File: src/rtl/tdm_pkg.sv
// Shared constants and helpers for the multiplexed display path.
// onehot_n builds the active-low anode pattern for one scan slot.
package tdm_pkg;

  localparam int DEF_N_DIGITS = 8;
  localparam int DEF_DATA_W   = 4;
  localparam int DEF_PRESCALE = 100000;
  localparam int MAX_DIGITS   = 16;

  // Bits at or above n stay high so a truncated result is always well formed.
  function automatic logic [MAX_DIGITS-1:0] onehot_n(input int idx, input int n);
    logic [MAX_DIGITS-1:0] pat;
    pat = '1;
    for (int i = 0; i < MAX_DIGITS; i++) begin
      if (i == idx && i < n) pat[i] = 1'b0;
    end
    return pat;
  endfunction

endpackage

File: src/rtl/tdm_scan_driver_tick_gen.sv
// Prescaler: emits a one-cycle tick every PRESCALE enabled clock cycles.
// Dropping enable clears the count, so the first tick after re-enable is PRESCALE cycles out.
module tick_gen
  import tdm_pkg::*;
#(
  parameter int PRESCALE = DEF_PRESCALE
) (
  input  logic clk,
  input  logic rst_n,
  input  logic enable,
  output logic tick
);

  localparam int CNT_W = (PRESCALE > 1) ? $clog2(PRESCALE) : 1;
  localparam logic [CNT_W-1:0] CNT_LAST = CNT_W'(PRESCALE - 1);

  logic [CNT_W-1:0] cnt;

  assign tick = enable && (cnt == CNT_LAST);

  always_ff @(posedge clk or negedge rst_n) begin
    if (!rst_n) begin
      cnt <= '0;
    end else if (!enable || cnt == CNT_LAST) begin
      cnt <= '0;
    end else begin
      cnt <= cnt + CNT_W'(1);
    end
  end

endmodule

File: src/rtl/tdm_scan_driver.sv
// Time-division-multiplexed digit scanner with per-frame snapshot of digit data and mask.
// All outputs are decoded from registers only; they are valid every cycle with no handshake.
module tdm_scan_driver
  import tdm_pkg::*;
#(
  parameter int N_DIGITS = DEF_N_DIGITS,
  parameter int DATA_W   = DEF_DATA_W,
  parameter int PRESCALE = DEF_PRESCALE,
  localparam int IDX_W   = (N_DIGITS > 2) ? $clog2(N_DIGITS) : 1
) (
  input  logic                         clk,
  input  logic                         rst_n,
  input  logic                         enable,
  input  logic [N_DIGITS*DATA_W-1:0]   digits,
  input  logic [N_DIGITS-1:0]          digit_en,
  output logic [DATA_W-1:0]            dato,
  output logic [N_DIGITS-1:0]          anode_n,
  output logic [IDX_W-1:0]             idx,
  output logic                         blank,
  output logic                         frame_tick
);

  localparam logic [IDX_W-1:0] LAST_IDX = IDX_W'(N_DIGITS - 1);

  logic                       tick;
  logic                       wrap;
  logic                       enable_q;
  logic [N_DIGITS*DATA_W-1:0] data_q;
  logic [N_DIGITS-1:0]        mask_q;
  logic                       sel_mask;

  tick_gen #(.PRESCALE(PRESCALE)) u_tick_gen (
    .clk    (clk),
    .rst_n  (rst_n),
    .enable (enable),
    .tick   (tick)
  );

  assign wrap = tick && (idx == LAST_IDX);

  // While disabled the snapshot tracks the inputs, so re-enabling shows fresh data at once.
  always_ff @(posedge clk or negedge rst_n) begin
    if (!rst_n) begin
      idx        <= '0;
      data_q     <= '0;
      mask_q     <= '0;
      enable_q   <= 1'b0;
      frame_tick <= 1'b0;
    end else begin
      enable_q   <= enable;
      frame_tick <= wrap;
      if (!enable) begin
        data_q <= digits;
        mask_q <= digit_en;
      end else if (tick) begin
        idx <= wrap ? '0 : idx + IDX_W'(1);
        if (wrap) begin
          data_q <= digits;
          mask_q <= digit_en;
        end
      end
    end
  end

  always_comb begin
    dato     = '0;
    sel_mask = 1'b0;
    for (int k = 0; k < N_DIGITS; k++) begin
      if (idx == IDX_W'(k)) begin
        dato     = data_q[k*DATA_W +: DATA_W];
        sel_mask = mask_q[k];
      end
    end
  end

  assign blank   = !enable_q || !sel_mask;
  assign anode_n = blank ? '1 : N_DIGITS'(onehot_n(32'(idx), N_DIGITS));

endmodule

File: config.mk
export PLATFORM = sky130hd
export DESIGN_NAME = tdm_scan_driver
export DESIGN_NICKNAME = d
export VERILOG_FILES = /design/src/rtl/tdm_pkg.sv /design/src/rtl/tdm_scan_driver_tick_gen.sv /design/src/rtl/tdm_scan_driver.sv
export SDC_FILE = /design/constraint.sdc
export NUM_CORES = 1
export LEC_CHECK = 0
export ABC_AREA = 0
export BUFFER_PORTS_ARGS = -buffer_cell sky130_fd_sc_hd__buf_2
export CAP_MARGIN = 20
export CORE_ASPECT_RATIO = 0.5
export CORE_UTILIZATION = 60
export CTS_CLUSTER_SIZE = 40
export DETAILED_ROUTE_END_ITERATION = 16
export PLACE_DENSITY = 0.88
export SYNTH_ARGS = -nofsm -noshare
export SYNTH_HDL_FRONTEND = slang
export SYNTH_SLANG_ARGS = --single-unit
File: constraint.sdc
create_clock -name clk -period 5.25 [get_ports clk]
set_input_delay 0.2625 -clock clk [delete_from_list [all_inputs] [get_ports clk]]
set_output_delay 0.2625 -clock clk [all_outputs]
set_load 0.01 [all_outputs]
Yosys cells after proc, flatten, opt, wreduce, memory -nomap -nowiden
Cells that the tools add are included.

Add/sub/neg operators: 2. Equal/unequal tests: 17. Multiplexer cells: 33. Reductions and logical operators: 11.

Operators by type and width (count): two-way mux 32 bit (3); two-way mux 4 bit (8); two-way mux 8 bit (4); adder 17 x 1 -> 17 bit, second input constant (1); equality test 17 bit, second input constant (1); two-way mux 17 bit (1); two-way mux 1 bit (16); equality test 3 bit, first input constant (4); equality test 3 bit, second input constant (4); equality test 2 x 3 -> 1 bit, first input constant (2); equality test 3 x 2 -> 1 bit, second input constant (2); zero test 3 bit (2); inequality test 2 x 1 -> 1 bit, second input constant (2); AND reduction 2 bit (2); adder 3 x 1 -> 3 bit, second input constant (1); equality test 1 x 3 -> 1 bit, first input constant (1); equality test 3 x 1 -> 1 bit, second input constant (1); zero test 1 bit (3); two-way mux 3 bit (1); logical AND 1 bit (2); logical OR 1 bit (2).

Flip-flop bits (word level): 62. Input bits: 43. Output and inout port bits: 17. Word-level logic and storage cells: 69.

Depth between registers and ports, before layout
Gate-level depths: netlist of the first run.

Depth after elaboration: 12. Gate-level depth with buffers: 8. Gate-level depth less buffers: 6.

Hierarchy
From an unflattened synthesis of the first run, not the netlist that was laid out.

Cells, all modules: 294. Area total of the unflattened synthesis: 3268.1 um^2.

Modules (own cells, without submodules): tdm_scan_driver (times used 1, cells an instance 208, area each 2404.8 um^2, sequential area each 1126.1 um^2); tick_gen (times used 1, cells an instance 86, area each 863.3 um^2, sequential area each 425.4 um^2).

Worst setup path after synthesis of the first run
OpenSTA, ideal clock, no wires.

Path type: flip-flop to flip-flop. Start: reg u_tick_gen.cnt[5]. End: reg data_q[26]. Library setup time: 0.125 ns. Arrival: 2.244 ns. Data required time: 5.125 ns. Path slack: 2.881 ns. Stages on the path, launching flop included: 7. Buffers on the path: 2. Period minus slack after synthesis: 2.369 ns. Path through: dfrtp_1 -> clkbuf_2 -> or4b_1 -> or4_4 -> o21ai_4 -> buf_6 -> mux2_2.

Word-level cells in the longest chain between the ends: 5. Elaborated cells on any way between the ends: 6. Classes of those cells: eq/ne: 3; reduce/logical: 3.

RTL lines: start: declaration (line tdm_scan_driver_tick_gen.sv:17) `logic [CNT_W-1:0] cnt;`; start signal: assignment (line tdm_scan_driver_tick_gen.sv:27) `cnt <= cnt + CNT_W'(1);`; equality test 17 bit * (line tdm_scan_driver_tick_gen.sv:19) `assign tick = enable && (cnt == CNT_LAST);`; logical AND 1 bit * (line tdm_scan_driver_tick_gen.sv:19); logical AND 1 bit (line tdm_scan_driver.sv:39) `assign wrap = tick && (idx == LAST_IDX);`; inequality test 2 x 1 -> 1 bit (no line); AND reduction 2 bit (no line) *; end signal: assignment (line tdm_scan_driver.sv:53) `data_q <= digits;`; end signal: assignment (line tdm_scan_driver.sv:58) `data_q <= digits;`; end: declaration (line tdm_scan_driver.sv:28) `logic [N_DIGITS*DATA_W-1:0] data_q;`.

Every way passes the cells marked *; elsewhere a longest branch is shown, timed or not. A chain may end at the register's enable or synchronous reset.

Worst setup path in the final report of the first run
Start: reg idx[0]. End: out anode_n[2].

Word-level cells in the longest chain between the ends: 12. Elaborated cells on any way between the ends: 21. Classes of those cells: eq/ne: 8; mux: 10; reduce/logical: 3.

RTL lines: start: declaration (line tdm_scan_driver.sv:18) `output logic [IDX_W-1:0] idx,`; start signal: assignment (line tdm_scan_driver.sv:56) `idx <= wrap ? '0 : idx + IDX_W'(1);`; zero test 3 bit (line tdm_scan_driver.sv:69) `if (idx == IDX_W'(k)) begin`; two-way mux 1 bit (8 in a row) (line tdm_scan_driver.sv:69); zero test 1 bit (line tdm_scan_driver.sv:76) `assign blank = !enable_q || !sel_mask;`; logical OR 1 bit (line tdm_scan_driver.sv:76); two-way mux 8 bit * (line tdm_scan_driver.sv:77) `assign anode_n = blank ? '1 : N_DIGITS'(onehot_n(32'(idx), N_DIGITS));`; end: declaration (line tdm_scan_driver.sv:17) `output logic [N_DIGITS-1:0] anode_n,`.

Marks and branches as above.

==> results of run 1 <==
## cell families after synthesis
logic type / Yosys count / share of synthesized area [%]
adders and majority gates: 7 / 2.731
xor gates and xnor gates: 14 / 3.824
and+or+nand+nor: 100 / 17.05
DFF: 62 / 48.38
buffers and inverters: 30 / 4.525
AOI/OAI and AO/OA: 42 / 8.468
muxes: 43 / 15.02
## power breakdown
| group | switching (mW) | internal [mW] |
|---|---|---|
| registers | 0.0226 | 0.511 |
| logic | 0.0445 | 0.0512 |
| clock network | 0.191 | 0.375 |
## path summary, 6_finish.rpt
path / depth (start not counted) / startpoint / to / slack [ps]
worst max-delay path: 7 / idx[0] / anode_n[2] / 1750
worst min-delay path: 2 / rst_n / u_tick_gen.cnt[5] / 50
worst max register to register: 5 / idx[2] / data_q[25] / 2490
worst min register to register: 1 / mask_q[4] / mask_q[4] / 510
max in group asynchronous: 2 / rst_n / data_q[22] / 4660
min in group clk: 1 / enable / enable_q / 130
## final cells by class
type	count	share of cell area, %
Tap cell	70	2.308
Clock buffer	10	3.627
Timing Repair Buffer	61	8.506
Inverter	14	1.385
Clock inverter	6	3.495
Sequential cell	62	40.88
Multi-Input combinational cell	206	39.80
## state kept, by name, summed over array words and instances, names as in the netlist
register	count
data_q	32
u_tick_gen.cnt	17
mask_q	8
idx	3
enable_q	1
frame_tick	1
## metal layers
metal / wire length (um) / global-route usage (%) / vias to the layer above
li1: - / - / 1171
met1: 2951 / 31.67 / 1282
met2: 3721 / 52.41 / 120
met3: 535 / 10.29 / 34
met4: 291 / 12.44 / 0
met5: 0 / 0 / -
## per-stage QoR
stage          hold WS [ps]  util [%]  setup WS, ps
2_1_floorplan        -33.09         -          2881
3_3_place_gp          449.7     69.78          2253
3_5_place_dp          464.4     69.78          2160
4_1_cts               84.66     75.16          1785
5_1_grt               119.4     75.56          1586
6_report              52.10     75.56          1751
## placed cells by master (no fill, tap or decap), types with 3 or more instances in the layout
master,n
buf_2,59
xor2_1,3
inv_1,14
o211ai_1,5
nor4_1,3
bufinv_16,4
xnor2_1,11
o21ai_0,10
a21oi_1,15
nor2_1,24
clkbuf_8,10
nand3_1,10
nand2b_1,4
nand2_1,17
nor2b_1,6
o32ai_1,3
nor3b_1,7
dfrtp_1,62
nor3_1,6
mux2_2,39
ha_1,7
nand4_1,10
==> flow_metrics.tcl, run 1 <==
set metrics [dict create \
    routedWlPerCell_um 17.48 \
    vias 2607 \
    timing.fmax_mhz 285.8 \
    place_area_um2 3505 \
    ir_drop_v 0.0001873 \
    crit_path_end_kind "primary output" \
    grt_max_degree 63 \
    ys_ff_latch 62 \
    drt_pass1_iterations 4 \
    dp_cells 412 \
    drc 0 \
    synth_top_area_share_pct 48.38 \
    drive_above_1_share_pct 33.43 \
    cts_tree "yes" \
    status "finished, final reports clean" \
    max_stage_delay_ps 650 \
    wl_mm 7.500 \
    regArea_um2 1551 \
    ioPinCount 60 \
    cp-start-kind "register" \
    slew_violations 0 \
    synth.distinct_cells 45 \
    initial_core_util_pct 63.85 \
    path_cells "inv_1 > ha_1 > or3b_2 > a2111oi_0 > o21ai_0 > nand4_1 > buf_2" \
    grt_pass1_wl_mm 11.90 \
    track_usage_pct 28.72 \
    setup_violations 0 \
    synth_edf_count 0 \
    fin_crit_sh_pct 66.64 \
    cts_setup_buffers 0 \
    critPathRequiredTime_ps 4990 \
    fin_cells 429 \
    crit_fanout 15 \
    antenna_found_initial 0 \
    ys_seq_area_share_pct 48.38 \
    multi_input_area_um2 1510 \
    cts_resized 0 \
    path_buf_inv 2 \
    final.setup.tns_ps 0 \
    synth_top_area_cell "dfrtp_1" \
    cts_made_buffers 9 \
    dieArea_um2 5659 \
    max_cap_violations 0 \
    powerDensity_nw_per_um2 315.2 \
    fillers 322 \
    syn_inst 298 \
    hpwl_mm 4.723 \
    async_reset_ff_share_pct 100.0 \
    globalplace.congestion 0.8052 \
    slew_headroom_pct 48.46 \
    ant_nets 0 \
    grt_pass1_vias 2508 \
    p_leak_nw 1.654 \
    grt.overflow.total 0 \
    cts.path.max_buffers 2 \
    synth_common_cells "dfrtp_1, mux2_2, nor2_1, nand2_1, a21oi_1" \
    finalHoldViolCount 0 \
    rows 18 \
    cts_sinks 62 \
    area_growth_pct 18.34 \
    syn_nets 348 \
    clock_latency_ps 350 \
    nets 404 \
    synth_area_leaders "dfrtp_1, mux2_2, xnor2_1, nor2_1, ha_1" \
    postLayoutCellArea_um2 3795 \
    synth.most_common_cell "dfrtp_1" \
    avgSynthCellArea_um2 10.76 \
    cts-root-buf "clkbuf_8" \
    synth_area_um2 3207 \
    crit_family "compound AO/OA/AOI/OAI gates" \
    hold_path.class "input pin to async pin" \
    dr.first_iter.drc_count 146 \
    io_buffers 59 \
    cts_htree_levels 3 \
    diodes 0 \
    fin_skew_ps 12.79 \
    coreArea_um2 5022 \
    ctsHoldBuffers 0 \
    worstMarginPinSlew_ps 773.0 \
    die_h_um 53.70 \
    die_width_um 105.4 \
    clkSlewWorstSetupHoldPaths_ps 70 \
    finalCriticalPeriod_ps 3499 \
    arrival_ps 3240 \
    p_total_mw 1.196 \
    yosysWarnings 0 \
    via_per_inst 6.077 \
    ys.flop_type "dfrtp_1" \
    slowest_stage "a2111oi_0" \
    path_class "register to primary output" \
    rsz0062_at_grt "false" \
]
No activity file was read; power rests on OpenSTA's default activity.
==> run 2, diff against run 1 <==
CORE_UTILIZATION = 55   (was 60)
PLACE_DENSITY = 0.82   (was 0.88)
clock period = 3.4 ns   (was 5.25 ns; I/O delays follow)
==> run 2 against run 1 <==
Sequential share of layout area is 0.69 points lower. Register-to-register slack worse by 1800 ps. Setup slack worse by 1500 ps. Critical path depth stayed put. Worst hold slack worse by 7.9 ps. Clock power is 74% higher. Via count is 4.5% lower. Largest cell class unchanged. Highest routed layer unchanged.
==> flow_metrics.tcl, run 2 (synthesis gave the netlist of run 1 again) <==
set metrics [dict create \
    status "finished, final reports clean" \
    cts_made_buffers 9 \
    fin_skew_ps 6.781 \
    min_from "enable" \
    die_h_um 56.00 \
    max_stage_delay_ps 590 \
    rr_startpoint "idx[2]" \
    final.setup.tns_ps 0 \
    timing.rr.end "data_q[2]" \
    dieArea_um2 6159 \
    diodes 0 \
    cts_sinks 62 \
    cp-start-kind "register" \
    final_common_cell "dfrtp_1" \
    r2r_cells 5 \
    final_cell_mix "dfrtp_1, buf_2, mux2_2" \
    cts-root-buf "clkbuf_16" \
    timing.fmax_mhz 321.7 \
    slowest_stage "a2111oi_0" \
    path_class "register to primary output" \
    path_cells "inv_1 > ha_2 > or3b_2 > a2111oi_0 > o21ai_0 > nand4_1 > buf_2" \
    slew_headroom_pct 58.89 \
    cts_setup_buffers 0 \
    crit_fanout 15 \
    setup_violations 0 \
    hold_path.class "input pin to register" \
    finalCriticalPeriod_ps 3108 \
    vias 2490 \
    cts.path.max_buffers 2 \
    min_to "enable_q" \
    rows 19 \
    worstHoldPathCells 1 \
    crit_family "compound AO/OA/AOI/OAI gates" \
    rsz0062_at_grt "false" \
    nets 406 \
    io_buffers 59 \
    drt_pass1_iterations 4 \
    top_register "data_q" \
    grt_pass1_vias 2440 \
    grt_pass1_wl_mm 11.53 \
    via_per_inst 5.737 \
    clkSlewWorstSetupHoldPaths_ps 60 \
    drive_above_1_share_pct 33.80 \
    cts_htree_levels 3 \
    grt_max_degree 41 \
    worstMarginPinSlew_ps 601.0 \
    ant_nets 0 \
    area_growth_pct 20.37 \
    ioPinCount 60 \
    cts_tree "yes" \
    wl_mm 6.954 \
    postLayoutCellArea_um2 3860 \
    max_cap_violations 0 \
    antenna_found_initial 0 \
    largest_reg_flops 32 \
    coreArea_um2 5539 \
    place_area_um2 3523 \
    p_leak_nw 1.680 \
    initial_core_util_pct 57.89 \
    dr.first_iter.drc_count 169 \
    ir_drop_v 0.0004737 \
    rrSetupSlack_ps 680 \
    die_width_um 110.0 \
    critPathRequiredTime_ps 3230 \
    path_buf_inv 2 \
    globalplace.congestion 0.7922 \
    crit_path_end_kind "primary output" \
    drc 0 \
    track_usage_pct 25.40 \
    fin_crit_sh_pct 91.42 \
    clock_latency_ps 340 \
    routedWlPerCell_um 16.02 \
    arrival_ps 2940 \
    grt.overflow.total 0 \
    hpwl_mm 4.641 \
    slew_violations 0 \
    powerDensity_nw_per_um2 506.9 \
    largestRegisters "data_q (32), u_tick_gen.cnt (17), mask_q (8)" \
    finalHoldViolCount 0 \
]
run 2: cell types whose count changed in the layout (fill, tap and decap cells not counted):
cell / before / now
ha_2: 0 / 1
clkbuf_8: 10 / 1
dlygate4sd3_1: 0 / 1
clkbuf_16: 0 / 9
ha_1: 7 / 6
clkinv_2: 1 / 2
buf_4: 1 / 3
bufinv_16: 4 / 2
buf_12: 1 / 0
clkinvlp_4: 1 / 2
run 2: what timing repair did:
| item | in CTS | in global routing |
|---|---|---|
| hold buffers | 1 | 0 |
| setup endpoints to repair | 0 | 3 |
| gates resized for setup | 0 | 1 |
| endpoints found under the hold margin | 24 | 0 |
run 2: power by group:
| part | switching [mW] | internal, mW | leakage [nW] | total (mW) |
|---|---|---|---|---|
| sequential | 0.0324 | 0.790 | 0.758 | 0.823 |
| combinational | 0.0662 | 0.0783 | 0.767 | 0.145 |
| clock | 0.332 | 0.658 | 0.154 | 0.989 |
| total | 0.430 | 1.53 | 1.68 | 1.96 |
run 2: through the flow:
stage          setup WS, ps  hold WS [ps]  cells  util [%]  total power [mW]
6_report              291.6         44.19    434     69.69             1.957
3_3_place_gp          684.0         169.1    417     63.61            0.9673
2_1_floorplan          1031        -125.6    298         -            0.9116
4_1_cts               180.5         34.77    434     69.64             1.969
3_5_place_dp          563.7         173.7    417     63.61            0.9767
5_1_grt               140.5         37.47    434     69.69             2.025
run 2: final cells by class:
| type | instances | area [um2] |
|---|---|---|
| Tap cell | 73 | 91.34 |
| Sequential cell | 62 | 1551 |
| Multi-Input combinational cell | 206 | 1513 |
| Timing Repair Buffer | 63 | 327.8 |
| Fill cell | 395 | 1679 |
| Inverter | 14 | 52.55 |
| Clock inverter | 6 | 85.08 |
| Clock buffer | 10 | 239.0 |
run 2: how the worst max path moves through the flow:
stage / endpoint / slack, ps / depth (start not counted) / startpoint
final: anode_n[2] / 290 / 7 / idx[1]
after global routing: anode_n[1] / 140 / 7 / idx[0]
after CTS: anode_n[2] / 180 / 7 / idx[1]
after detailed placement: anode_n[2] / 560 / 7 / idx[1]
after global placement: anode_n[0] / 680 / 7 / idx[0]
after floorplan: data_q[26] / 1030 / 6 / u_tick_gen.cnt[5]
run 2: routing by layer:
metal  vias up  part of all wire [%]  GRT usage, %
li1       1176                     -             -
met1      1236                    44         31.37
met2        67                    49         41.25
met3        11                   5.4         9.719
met4         0                   1.5         7.810
met5         -                     0             0
